<file path="src/rtl/alu_mc_pkg.sv">
// Shared ALU opcode space and FSM state encoding for the multi-cycle ALU.
// New opcodes are only ever appended so existing encodings never move.
package alu_mc_pkg;

  localparam int AC_N = 4;

  localparam logic [AC_N-1:0] AC_ADX = 4'd0;
  localparam logic [AC_N-1:0] AC_SBX = 4'd1;
  localparam logic [AC_N-1:0] AC_AD  = 4'd2;
  localparam logic [AC_N-1:0] AC_SB  = 4'd3;
  localparam logic [AC_N-1:0] AC_AN  = 4'd4;
  localparam logic [AC_N-1:0] AC_OR  = 4'd5;
  localparam logic [AC_N-1:0] AC_XR  = 4'd6;
  localparam logic [AC_N-1:0] AC_LS  = 4'd7;
  localparam logic [AC_N-1:0] AC_SHL = 4'd8;
  localparam logic [AC_N-1:0] AC_SHR = 4'd9;
  localparam logic [AC_N-1:0] AC_MUL = 4'd10;

  typedef enum logic [1:0] {
    ST_IDLE,
    ST_MUL,
    ST_SHF,
    ST_DONE
  } state_e;

endpackage

</file>
<file path="src/rtl/alu_core.sv">
// Combinational single-cycle ALU: add/sub variants, bitwise logic and unsigned
// less-than. Multi-cycle and undefined opcodes yield S=0, carry=0.
module alu_core #(
  parameter int WIDTH = 8,
  parameter int AC_N  = alu_mc_pkg::AC_N
) (
  input  logic [AC_N-1:0]  op_i,
  input  logic [WIDTH-1:0] a_i,
  input  logic [WIDTH-1:0] b_i,
  input  logic             cin_i,
  output logic [WIDTH-1:0] s_o,
  output logic             cout_o
);
  import alu_mc_pkg::*;

  logic [WIDTH:0] sum;

  always_comb begin
    // NOTE: every output gets a default first so no path through the case infers a latch.
    sum    = '0;
    s_o    = '0;
    cout_o = 1'b0;
    case (op_i)
      AC_ADX: sum = {1'b0, a_i} + {1'b0, b_i};
      AC_SBX: sum = {1'b0, a_i} + {1'b0, ~b_i} + (WIDTH+1)'(1);
      AC_AD:  sum = {1'b0, a_i} + {1'b0, b_i} + (WIDTH+1)'(cin_i);
      AC_SB:  sum = {1'b0, a_i} + {1'b0, ~b_i} + (WIDTH+1)'(cin_i);
      AC_AN:  s_o = a_i & b_i;
      AC_OR:  s_o = a_i | b_i;
      AC_XR:  s_o = a_i ^ b_i;
      AC_LS:  s_o = {{(WIDTH-1){1'b0}}, (a_i < b_i)};
      default: ;
    endcase
    // Carry out of the extended sum is the no-borrow flag for subtraction.
    if (op_i == AC_ADX || op_i == AC_SBX || op_i == AC_AD || op_i == AC_SB) begin
      s_o    = sum[WIDTH-1:0];
      cout_o = sum[WIDTH];
    end
  end

endmodule

</file>
<file path="src/rtl/alu_mc.sv">
// Multi-cycle ALU: one-cycle ops via alu_core, serial shift-add multiply and
// one-bit-per-cycle shifts, with a valid/ready handshake on both sides.
module alu_mc #(
  parameter int WIDTH = 8,
  parameter int AC_N  = alu_mc_pkg::AC_N
) (
  input  logic             clk,
  input  logic             rst,
  input  logic             in_valid,
  output logic             in_ready,
  input  logic [AC_N-1:0]  CS,
  input  logic [WIDTH-1:0] data_a,
  input  logic [WIDTH-1:0] data_b,
  input  logic             carry_in,
  output logic             out_valid,
  input  logic             out_ready,
  output logic [WIDTH-1:0] S,
  output logic             zero,
  output logic             carry_out
);
  import alu_mc_pkg::*;

  localparam int LG    = $clog2(WIDTH);
  localparam int CNT_W = LG + 1;

  state_e              state_q, state_d;
  logic [AC_N-1:0]     op_q, op_d;
  logic [WIDTH-1:0]    sh_q, sh_d;
  logic [WIDTH-1:0]    mcand_q, mcand_d;
  logic [2*WIDTH-1:0]  prod_q, prod_d;
  logic [CNT_W-1:0]    cnt_q, cnt_d;
  logic [WIDTH-1:0]    s_q, s_d;
  logic                cout_q, cout_d;

  logic [WIDTH-1:0]    core_s;
  logic                core_cout;
  logic [LG-1:0]       shamt;
  logic [WIDTH:0]      mul_sum;
  logic [2*WIDTH-1:0]  prod_step;
  logic                bit_out;

  alu_core #(.WIDTH(WIDTH), .AC_N(AC_N)) u_core (
    .op_i   (CS),
    .a_i    (data_a),
    .b_i    (data_b),
    .cin_i  (carry_in),
    .s_o    (core_s),
    .cout_o (core_cout)
  );

  assign shamt     = data_b[LG-1:0];
  assign in_ready  = (state_q == ST_IDLE);
  assign out_valid = (state_q == ST_DONE);
  assign S         = s_q;
  assign zero      = (s_q == '0);
  assign carry_out = cout_q;

  always_comb begin
    state_d = state_q;
    op_d    = op_q;
    sh_d    = sh_q;
    mcand_d = mcand_q;
    prod_d  = prod_q;
    cnt_d   = cnt_q;
    s_d     = s_q;
    cout_d  = cout_q;
    bit_out = 1'b0;
    // Upper half accumulates the multiplicand when the current multiplier LSB is set.
    mul_sum   = {1'b0, prod_q[2*WIDTH-1:WIDTH]} + (prod_q[0] ? {1'b0, mcand_q} : '0);
    prod_step = {mul_sum, prod_q[WIDTH-1:1]};

    case (state_q)
      ST_IDLE: begin
        if (in_valid) begin
          op_d  = CS;
          cnt_d = '0;
          if (CS == AC_MUL) begin
            mcand_d = data_a;
            prod_d  = {{WIDTH{1'b0}}, data_b};
            state_d = ST_MUL;
          end else if (CS == AC_SHL || CS == AC_SHR) begin
            if (shamt == '0) begin
              s_d     = data_a;
              cout_d  = 1'b0;
              state_d = ST_DONE;
            end else begin
              sh_d    = data_a;
              cnt_d   = CNT_W'(shamt);
              state_d = ST_SHF;
            end
          end else begin
            s_d     = core_s;
            cout_d  = core_cout;
            state_d = ST_DONE;
          end
        end
      end
      ST_MUL: begin
        prod_d = prod_step;
        cnt_d  = cnt_q + CNT_W'(1);
        if (cnt_q == CNT_W'(WIDTH-1)) begin
          s_d     = prod_step[WIDTH-1:0];
          cout_d  = |prod_step[2*WIDTH-1:WIDTH];
          cnt_d   = '0;
          state_d = ST_DONE;
        end
      end
      ST_SHF: begin
        if (op_q == AC_SHL) begin
          sh_d    = {sh_q[WIDTH-2:0], 1'b0};
          bit_out = sh_q[WIDTH-1];
        end else begin
          sh_d    = {1'b0, sh_q[WIDTH-1:1]};
          bit_out = sh_q[0];
        end
        cnt_d = cnt_q - CNT_W'(1);
        if (cnt_q == CNT_W'(1)) begin
          s_d     = sh_d;
          cout_d  = bit_out;
          state_d = ST_DONE;
        end
      end
      ST_DONE: begin
        if (out_ready) state_d = ST_IDLE;
      end
      default: state_d = ST_IDLE;
    endcase
  end

  always_ff @(posedge clk) begin
    // NOTE: state updates use non-blocking assignments so all registers see pre-edge values.
    if (rst) begin
      state_q <= ST_IDLE;
      op_q    <= '0;
      sh_q    <= '0;
      mcand_q <= '0;
      prod_q  <= '0;
      cnt_q   <= '0;
      s_q     <= '0;
      cout_q  <= 1'b0;
    end else begin
      state_q <= state_d;
      op_q    <= op_d;
      sh_q    <= sh_d;
      mcand_q <= mcand_d;
      prod_q  <= prod_d;
      cnt_q   <= cnt_d;
      s_q     <= s_d;
      cout_q  <= cout_d;
    end
  end

endmodule

</file>
<file path="config.mk">
export PLATFORM = sky130hd
export DESIGN_NAME = alu_mc
export DESIGN_NICKNAME = d
export VERILOG_FILES = /design/src/rtl/alu_mc_pkg.sv /design/src/rtl/alu_core.sv /design/src/rtl/alu_mc.sv
export SDC_FILE = /design/constraint.sdc
export NUM_CORES = 1
export LEC_CHECK = 0
export BUFFER_PORTS_ARGS = -buffer_cell sky130_fd_sc_hd__buf_2
export CORE_ASPECT_RATIO = 2
export CORE_UTILIZATION = 45
export CTS_BUF_LIST = sky130_fd_sc_hd__clkbuf_8
export DETAILED_ROUTE_END_ITERATION = 7
export MAX_ROUTING_LAYER = met4
export SLEW_MARGIN = 10
export SYNTH_ARGS = -nofsm -noshare
export SYNTH_HDL_FRONTEND = slang
export SYNTH_SLANG_ARGS = --single-unit
export TNS_END_PERCENT = 20
</file>
<file path="constraint.sdc">
create_clock -name clk -period 6.3 [get_ports clk]
set_input_delay 0.945 -clock clk [delete_from_list [all_inputs] [get_ports clk]]
set_output_delay 0.945 -clock clk [all_outputs]
set_load 0.05 [all_outputs]
</file>
==> flow_summary.json, run 1 <==
{
  "status": "finished clean",
  "io_pins": 37,
  "hold_buffers": 0,
  "instances_no_fill": 770,
  "die-area_um2": 11100,
  "areaGrowthSynthToFinish_pct": 7.33,
  "crit_type": "primary input to register",
  "finalMaxSlewViolations": 0,
  "powerDensity_nw_per_um2": 345,
  "rows": 53,
  "crit_start": "data_b[0]",
  "grt_overflow": 0,
  "fmax_ghz": 0.276,
  "synthDominantCellAreaShare": 0.212,
  "layout-drive-gt1-share": 0.114,
  "fin_skew_ns": 0.00471,
  "syn_area_per_cell_um2": 7.79,
  "ys_seq_area_frac": 0.212,
  "slew_headroom": 0.379,
  "dp.cells": 762,
  "cts.root.buffer_cell": "clkbuf_8",
  "yosysMostFrequentCell": "nor2_1",
  "synth_area_leader_cell": "dfxtp_1",
  "cts_made_buffers": 5,
  "crit_fanout": 7,
  "worstSkewPairLatency_ns": 0.32,
  "synthesis.nets": 691,
  "drtPass1Iterations": 5,
  "ys_types": 71,
  "cts_tree": "built",
  "cts_resized": 0,
  "grt_pass1_wl_um": 23100,
  "antenna_found_initial": 0,
  "tightest_slew_ns": 0.929,
  "postRouteWirelength_um": 14800,
  "async_reset_ff_frac": 0,
  "die_h_um": 148,
  "rsz0062_at_grt": "no",
  "grt_pass1_vias": 4623,
  "grtUsageTotal": 0.283,
  "clock_path_buffers": 2,
  "dp_hpwl_um": 11700,
  "leakage_uw": 0.00216,
  "yosysWarnings": 0,
  "crit_path_start_kind": "primary input",
  "synth_edf_count": 0,
  "post-route-min-period_ns": 3.62,
  "crit_arrival_ns": 3.83,
  "netlist_top_cells_count": "nor2_1, a21oi_1, dfxtp_1, nand2_1, ha_1",
  "synth_cells": 618,
  "finalSetupTns_ns": 0,
  "endpoint_kind": "register",
  "ys_seq_elements": 51,
  "wire_per_inst_um": 19.2,
  "gp_congestion": 0.959,
  "via_per_inst": 6.01,
  "synthTopCellsByArea": "dfxtp_1, ha_1, a21oi_1, nor2_1, mux2i_1",
  "antenna_left": 0,
  "cp.required_ns": 6.51,
  "synth.cell_area_um2": 4810,
  "grt_max_degree": 54,
  "hold_viol_final": 0,
  "r2r_start": "state_q[0]",
  "nets": 705,
  "holdCritStartpoint": "op_q[3]",
  "ys.flop_type": "dfxtp_1",
  "maxCapViolCount": 0,
  "post-cts-setup-buffer-count": 0,
  "antenna_cells": 0,
  "num_vias": 4631,
  "die_x_um": 75.1,
  "clk_pin_slew_ns": 0.10,
  "ir_drop_mv": 0.166,
  "setup_viol": 0,
  "core_um2": 10500,
  "first_iter_violations": 272,
  "finalCritPeriodShare": 0.575,
  "clkSinkCount": 51,
  "route.detailed.drc": 0,
  "start_util": 0.459,
  "portBuffers": 36,
  "min_path_type": "register to register",
  "htreeDepth": 2
}
cells in the final DEF (no fill, tap or decap), types with 4 or more instances in the layout:
master | synthesis | layout
o21ai_0 | 22 | 22
buf_2 | 6 | 36
nand3_1 | 21 | 21
a221oi_1 | 7 | 7
ha_1 | 46 | 46
nor2_1 | 62 | 62
clkbuf_8 | 0 | 6
nand2b_1 | 17 | 17
o22ai_1 | 7 | 7
o31ai_1 | 5 | 5
mux2i_1 | 21 | 21
a211o_1 | 5 | 5
inv_1 | 33 | 33
o21a_1 | 4 | 4
nor2b_1 | 11 | 11
nor4_1 | 4 | 4
a211oi_1 | 10 | 10
and2_1 | 9 | 9
mux2_2 | 5 | 5
o21bai_1 | 4 | 4
or3_1 | 5 | 5
nand3b_1 | 8 | 8
buf_4 | 2 | 6
a31oi_1 | 4 | 4
nor3_1 | 12 | 12
xor2_1 | 10 | 10
a21o_1 | 7 | 7
a21oi_1 | 52 | 52
xnor2_1 | 16 | 16
a311oi_1 | 12 | 12
a22oi_1 | 7 | 7
dfxtp_1 | 51 | 51
nand2_1 | 51 | 51
area by class of cell:
type                    instances  area [um2]
repair buffers                 42         225
flip-flops and latches         51        1020
well taps                     137         171
inverters                      34         128
clock buffers                   6        82.6
fillers                      1131        5310
clock inverters                 2        35.0
multi-input cells             498        3500
state kept, by name (all words and copies together), names as in the netlist:
register / count
carry_out: 1
op_q: 4
cnt_q: 4
prod_q: 16
mcand_q: 8
state_q: 2
S: 8
sh_q: 8
layer usage:
layer | vias up | routed length (um) | GRT usage
met3 | 49 | 289 | 0.0224
met4 | 0 | 816 | 0.163
met1 | 2219 | 5350 | 0.279
li1 | 2255 | - | -
met2 | 108 | 8320 | 0.518
met5 | - | 0 | -
worst paths after layout:
check              endpoint  slack (ns)  cells after the start
hold / removal      op_q[3]        0.47                      2
hold reg to reg     op_q[3]        0.47                      2
setup reg to reg       S[7]        2.80                      9
setup / recovery  carry_out        2.68                     13
worst max-delay path, stage by stage:
cell      delay, ns
buf_2          0.14
inv_1          0.09
ha_1           0.19
inv_1          0.06
fa_1           0.46
nor3_1         0.35
nor3_1         0.14
xnor2_1        0.19
nor4b_1        0.54
and4bb_2       0.31
xnor2_1        0.06
a211oi_1       0.24
a31oi_1        0.12
power breakdown:
group / total (uW) / switching, uW / internal (uW)
logic: 1080 / 727 / 355
registers: 452 / 62.6 / 389
clock network: 247 / 118 / 129
total: 1780 / 908 / 873
logic make-up (layout without fill, tap and decap cells):
family,after synthesis,after routing,synth area share
DFF,51,51,0.212
muxes,27,27,0.0585
AOI/OAI and AO/OA,177,177,0.257
buffers and inverters,69,84,0.0600
xor gates and xnor gates,27,27,0.0507
and+or+nand+nor,219,219,0.234
adders and majority gates,48,48,0.128
stage by stage:
step / power (uW) / instance area [um2] / setup slack, ns / utilization / hold slack [ns]
floorplan: 1260 / 4810 / 3.00 / - / 0.436
global placement: 1510 / 5050 / 2.39 / 0.482 / 0.444
detailed placement: 1530 / 5050 / 2.34 / 0.482 / 0.454
CTS: 1780 / 5170 / 2.68 / 0.493 / 0.467
global route: 1900 / 5170 / 2.47 / 0.493 / 0.492
finish: 1780 / 5170 / 2.68 / 0.493 / 0.468
Power figures use the tool's default switching activity.
==> run 2: changes to the inputs <==
==> constraint.sdc (replaced) <==
create_clock -name clk -period 3.2 [get_ports clk]
set_input_delay 0.48 -clock clk [delete_from_list [all_inputs] [get_ports clk]]
set_output_delay 0.48 -clock clk [all_outputs]
set_load 0.05 [all_outputs]
==> flow_summary.json, run 2 (synthesis results as in run 1) <==
{
  "cts_resized": 0,
  "areaGrowthSynthToFinish_pct": 12.2,
  "dp_slack_ns": -0.106,
  "slew_headroom": 0.475,
  "fmax_ghz": 0.328,
  "via_per_inst": 5.89,
  "clk_pin_slew_ns": 0.09,
  "placed_area_um2": 5310,
  "finalMaxSlewViolations": 0,
  "maxCapViolCount": 0,
  "hold_buffers": 0,
  "met1_length_um": 5370,
  "final_common_cell": "nor2_1",
  "start_util": 0.459,
  "dr_wl_met2_um": 8590,
  "fin_skew_ns": 0.00769,
  "die-area_um2": 11100,
  "finalCritPeriodShare": 0.952,
  "crit_fanout": 8,
  "wire_per_inst_um": 19.0,
  "route.met3.wl_um": 342,
  "endpoint_kind": "register",
  "core_um2": 10500,
  "antenna_found_initial": 0,
  "gp_congestion": 0.899,
  "antenna_cells": 0,
  "drtPass1Iterations": 4,
  "regMostFlops": "prod_q",
  "tightest_slew_ns": 0.788,
  "layout-drive-gt1-share": 0.159,
  "rows": 53,
  "grtUsageTotal": 0.290,
  "first_iter_violations": 228,
  "final_cell_mix": "nor2_1, a21oi_1, dfxtp_1, nand2_1, ha_1",
  "portBuffers": 36,
  "crit_type": "primary input to register",
  "clock_path_buffers": 2,
  "crit_arrival_ns": 3.27,
  "setup_viol": 0,
  "dp_hpwl_um": 12500,
  "grt_pass1_wl_um": 23500,
  "postRouteWirelength_um": 15200,
  "cts.root.buffer_cell": "clkbuf_8",
  "fin_area_um2": 5400,
  "hold_viol_final": 0,
  "grt_max_degree": 41,
  "largest_register_ffs": 16,
  "io_pins": 37,
  "fin_ws_ns": 0.154,
  "route.detailed.drc": 0,
  "leakage_uw": 0.00232,
  "powerDensity_nw_per_um2": 654,
  "status": "finished clean",
  "antenna_left": 0,
  "grt_overflow": 0,
  "die_x_um": 75.1,
  "cp.required_ns": 3.42,
  "clkSinkCount": 51,
  "routed.top_layer": "met4",
  "cts_made_buffers": 5,
  "htreeDepth": 2,
  "num_vias": 4736,
  "rsz0062_at_grt": "no",
  "nets": 740,
  "post-route-min-period_ns": 3.05,
  "crit_path_start_kind": "primary input",
  "die_h_um": 148,
  "grt_pass1_vias": 4746,
  "post-cts-setup-buffer-count": 0,
  "ir_drop_mv": 0.288,
  "min_path_type": "register to register",
  "cts_tree": "built",
  "worstSkewPairLatency_ns": 0.31
}
==> run 2: metrics by stage <==
stage	total power [uW]	hold slack [ns]	setup TNS (ns)	utilization	cells
after CTS	3540	0.463	0	0.515	804
final	3530	0.466	0	0.515	804
after floorplan	2480	0.436	0	-	618
after detailed placement	3150	0.453	-0.178	0.507	797
after global routing	3760	0.478	0	0.515	804
after global placement	3130	0.444	-0.0231	0.507	797
==> run 2: path summary, 6_finish.rpt <==
check             from         to  slack, ns  depth (start not counted)
max          data_a[1]       S[7]       0.15                         11
min            op_q[3]    op_q[3]       0.47                          2
max reg2reg  prod_q[0]  carry_out       0.35                         11
min reg2reg    op_q[3]    op_q[3]       0.47                          2
==> run 2: routing by layer <==
metal / vias to the layer above / track usage
met2: 109 / 0.555
met4: 0 / 0.166
li1: 2329 / -
met5: - / -
met1: 2246 / 0.266
met3: 52 / 0.0196
==> run 2: critical path: stages <==
cell and delay (ns):
buf_2 0.17, inv_1 0.11, ha_1 0.41, a21oi_1 0.37, o2111ai_1 0.29, nand3_1 0.15
o2111ai_1 0.26, nor4_1 0.48, a21oi_1 0.12, nand3b_1 0.18, a211oi_2 0.24
==> run 2: area by class of cell <==
class | instances | area [um2]
clock buffers | 6 | 82.6
clock inverters | 1 | 5.00
fillers | 1107 | 5080
inverters | 34 | 128
multi-input cells | 498 | 3500
flip-flops and latches | 51 | 1020
well taps | 137 | 171
repair buffers | 77 | 488
==> run 2: report_power, final <==
group          switching (uW)  internal (uW)  total [uW]
clock                     216            170         386
combinational            1450            804        2250
sequential                122            767         888
total                    1790           1740        3530
==> run 3: changes to the inputs <==
--- a/config.mk
+++ b/config.mk
@@ -5,6 +5,7 @@
 export SDC_FILE = /design/constraint.sdc
 export NUM_CORES = 1
 export LEC_CHECK = 0
+export ABC_AREA = 1
 export BUFFER_PORTS_ARGS = -buffer_cell sky130_fd_sc_hd__buf_2
 export CORE_ASPECT_RATIO = 2
 export CORE_UTILIZATION = 45
==> flow_summary.json, run 3 <==
{
  "status": "finished clean",
  "maxCapViolCount": 0,
  "antenna_found_initial": 0,
  "tightest_slew_ns": 0.899,
  "finalSetupTns_ns": 0,
  "final_cell_mix": "nand2_1, inv_1, a21oi_1",
  "areaGrowthSynthToFinish_pct": 8.12,
  "antenna_left": 0,
  "postRouteWirelength_um": 16200,
  "endpoint": "carry_out",
  "ir_drop_mv": 0.308,
  "crit_arrival_ns": 2.93,
  "grt_max_degree": 31,
  "start_util": 0.462,
  "async_reset_ff_frac": 0,
  "clk_pin_slew_ns": 0.10,
  "grtUsageTotal": 0.297,
  "synth_cells": 770,
  "die-area_um2": 11600,
  "wire_per_inst_um": 17.3,
  "gp_congestion": 0.904,
  "hold_buffers": 0,
  "fmax_ghz": 0.367,
  "final_common_cell": "nand2_1",
  "route.detailed.drc": 0,
  "leakage_uw": 0.00264,
  "fin_area_um2": 5430,
  "first_iter_violations": 313,
  "largest_register_ffs": 16,
  "die_x_um": 76.7,
  "finalCritPeriodShare": 0.851,
  "post-cts-setup-buffer-count": 0,
  "ys_seq_elements": 51,
  "antenna_cells": 0,
  "endpoint_kind": "register",
  "rsz0062_at_grt": "no",
  "fin_ws_ns": 0.476,
  "crit_type": "register to register",
  "synthesis.nets": 843,
  "r2r_start": "prod_q[0]",
  "fillers": 1150,
  "grt_overflow": 0,
  "cts_made_buffers": 5,
  "crit_fanout": 9,
  "nets": 873,
  "worstSkewPairLatency_ns": 0.32,
  "dp_hpwl_um": 13300,
  "num_vias": 5119,
  "yosysWarnings": 0,
  "cp.required_ns": 3.41,
  "io_pins": 37,
  "portBuffers": 36,
  "hold_viol_final": 0,
  "grt-busiest-layer": "met2",
  "ys_types": 51,
  "drtPass1Iterations": 5,
  "cts.root.buffer_cell": "clkbuf_8",
  "rows": 54,
  "layout-drive-gt1-share": 0.156,
  "cts_tree": "built",
  "grt_pass1_wl_um": 25800,
  "htreeDepth": 2,
  "powerDensity_nw_per_um2": 628,
  "grt_pass1_vias": 5232,
  "die_h_um": 151,
  "synth_edf_count": 0,
  "regMostFlops": "prod_q",
  "crit_start": "prod_q[0]",
  "clkSinkCount": 51,
  "globalRouteMet1Util": 0.270,
  "cts_resized": 0,
  "syn_area_per_cell_um2": 6.52,
  "grt_use_met3": 0.0211,
  "ys.flop_type": "dfxtp_1",
  "fin_skew_ns": 0.00796,
  "core_um2": 10900,
  "synth.cell_area_um2": 5020,
  "via_per_inst": 5.45,
  "crit_path_start_kind": "register",
  "placed_area_um2": 5320,
  "finalMaxSlewViolations": 0,
  "synth_area_leader_cell": "dfxtp_1",
  "netlist_top_cells_count": "nand2_1, inv_1, a21oi_1, nand3_1, nor2_1",
  "grt_util_met2": 0.577,
  "r2r_cells": 14,
  "post-route-min-period_ns": 2.72,
  "dp_slack_ns": 0.290,
  "synthDominantCellAreaShare": 0.203,
  "synthTopCellsByArea": "dfxtp_1, nand2_1, ha_1, inv_1, a21oi_1",
  "ys_seq_area_frac": 0.203,
  "rr_endpoint": "carry_out",
  "min_path_type": "primary input to register",
  "yosysMostFrequentCell": "nand2_1",
  "setup_viol": 0,
  "slew_headroom": 0.400,
  "ff2ff_setup_slack_ns": 0.48,
  "clock_path_buffers": 2
}
-- run 3: cell count changes after synthesis, moves of 15 or more --
cell	previous run	this run
inv_1	33	94
mux2i_1	21	0
nand3_1	21	65
nand2b_1	17	0
nand2_2	0	15
o21ai_0	22	42
a21oi_1	52	68
nand2_1	51	179
-- run 3: worst max-delay path, stage by stage (launching register included) --
cell and delay [ns]:
dfxtp_1 0.43, nand2_1 0.11, inv_1 0.04, ha_1 0.21
fa_1 0.46, nand3_1 0.11, nand2_1 0.11, xnor2_1 0.23
nand2_1 0.07, nor2_1 0.14, nand2_1 0.07, o21ai_0 0.18
nand2_1 0.09, a21oi_1 0.27, a21oi_2 0.09
-- run 3: worst min path at each step --
| stage | startpoint | endpoint | slack, ns | depth (start not counted) |
|---|---|---|---|---|
| after floorplan | op_q[3] | op_q[3] | 0.43 | 2 |
| after global placement | op_q[3] | op_q[3] | 0.44 | 2 |
| after detailed placement | op_q[3] | op_q[3] | 0.45 | 2 |
| after CTS | CS[2] | op_q[2] | 0.45 | 3 |
| after global routing | data_b[7] | prod_q[7] | 0.47 | 3 |
| final | CS[2] | op_q[2] | 0.45 | 3 |
-- run 3: kinds of logic after synthesis --
kind of cell / after synthesis / synth area share
AND/OR/NAND/NOR: 369 / 0.361
buffers and inverters: 131 / 0.108
flip-flops: 51 / 0.203
XOR/XNOR: 9 / 0.0157
AO/OA/AOI/OAI: 162 / 0.190
adder cells (fa/ha/maj): 48 / 0.123
-- run 3: cell type report --
type,instances,area (um2),share of cell area
tap,140,175,0.0323
clock buffer,5,68.8,0.0127
clock inverter,2,37.5,0.00691
multi-input combinational,588,3460,0.637
inverter,109,419,0.0772
timing repair buffer,45,248,0.0456
sequential,51,1020,0.188
-- run 3: per-stage QoR --
stage	total power, uW	hold WS [ns]	instances	utilization
floorplan	2380	0.430	770	-
global placement	2910	0.444	933	0.489
detailed placement	2930	0.451	933	0.489
CTS	3400	0.451	940	0.499
global route	3640	0.469	940	0.499
finish	3410	0.452	940	0.499
-- run 3: metal layers --
metal,share of wire,up-vias,routed length [um]
met5,0,-,0
met4,0.061,0,992
met3,0.016,54,253
met2,0.56,95,9050
met1,0.37,2373,5950
li1,-,2597,-
-- run 3: power breakdown --
group	internal, uW	total, uW	switching [uW]	leakage [uW]
Clock	229	466	237	0.0000502
Combinational	597	2030	1430	0.00217
Sequential	784	916	132	0.000416
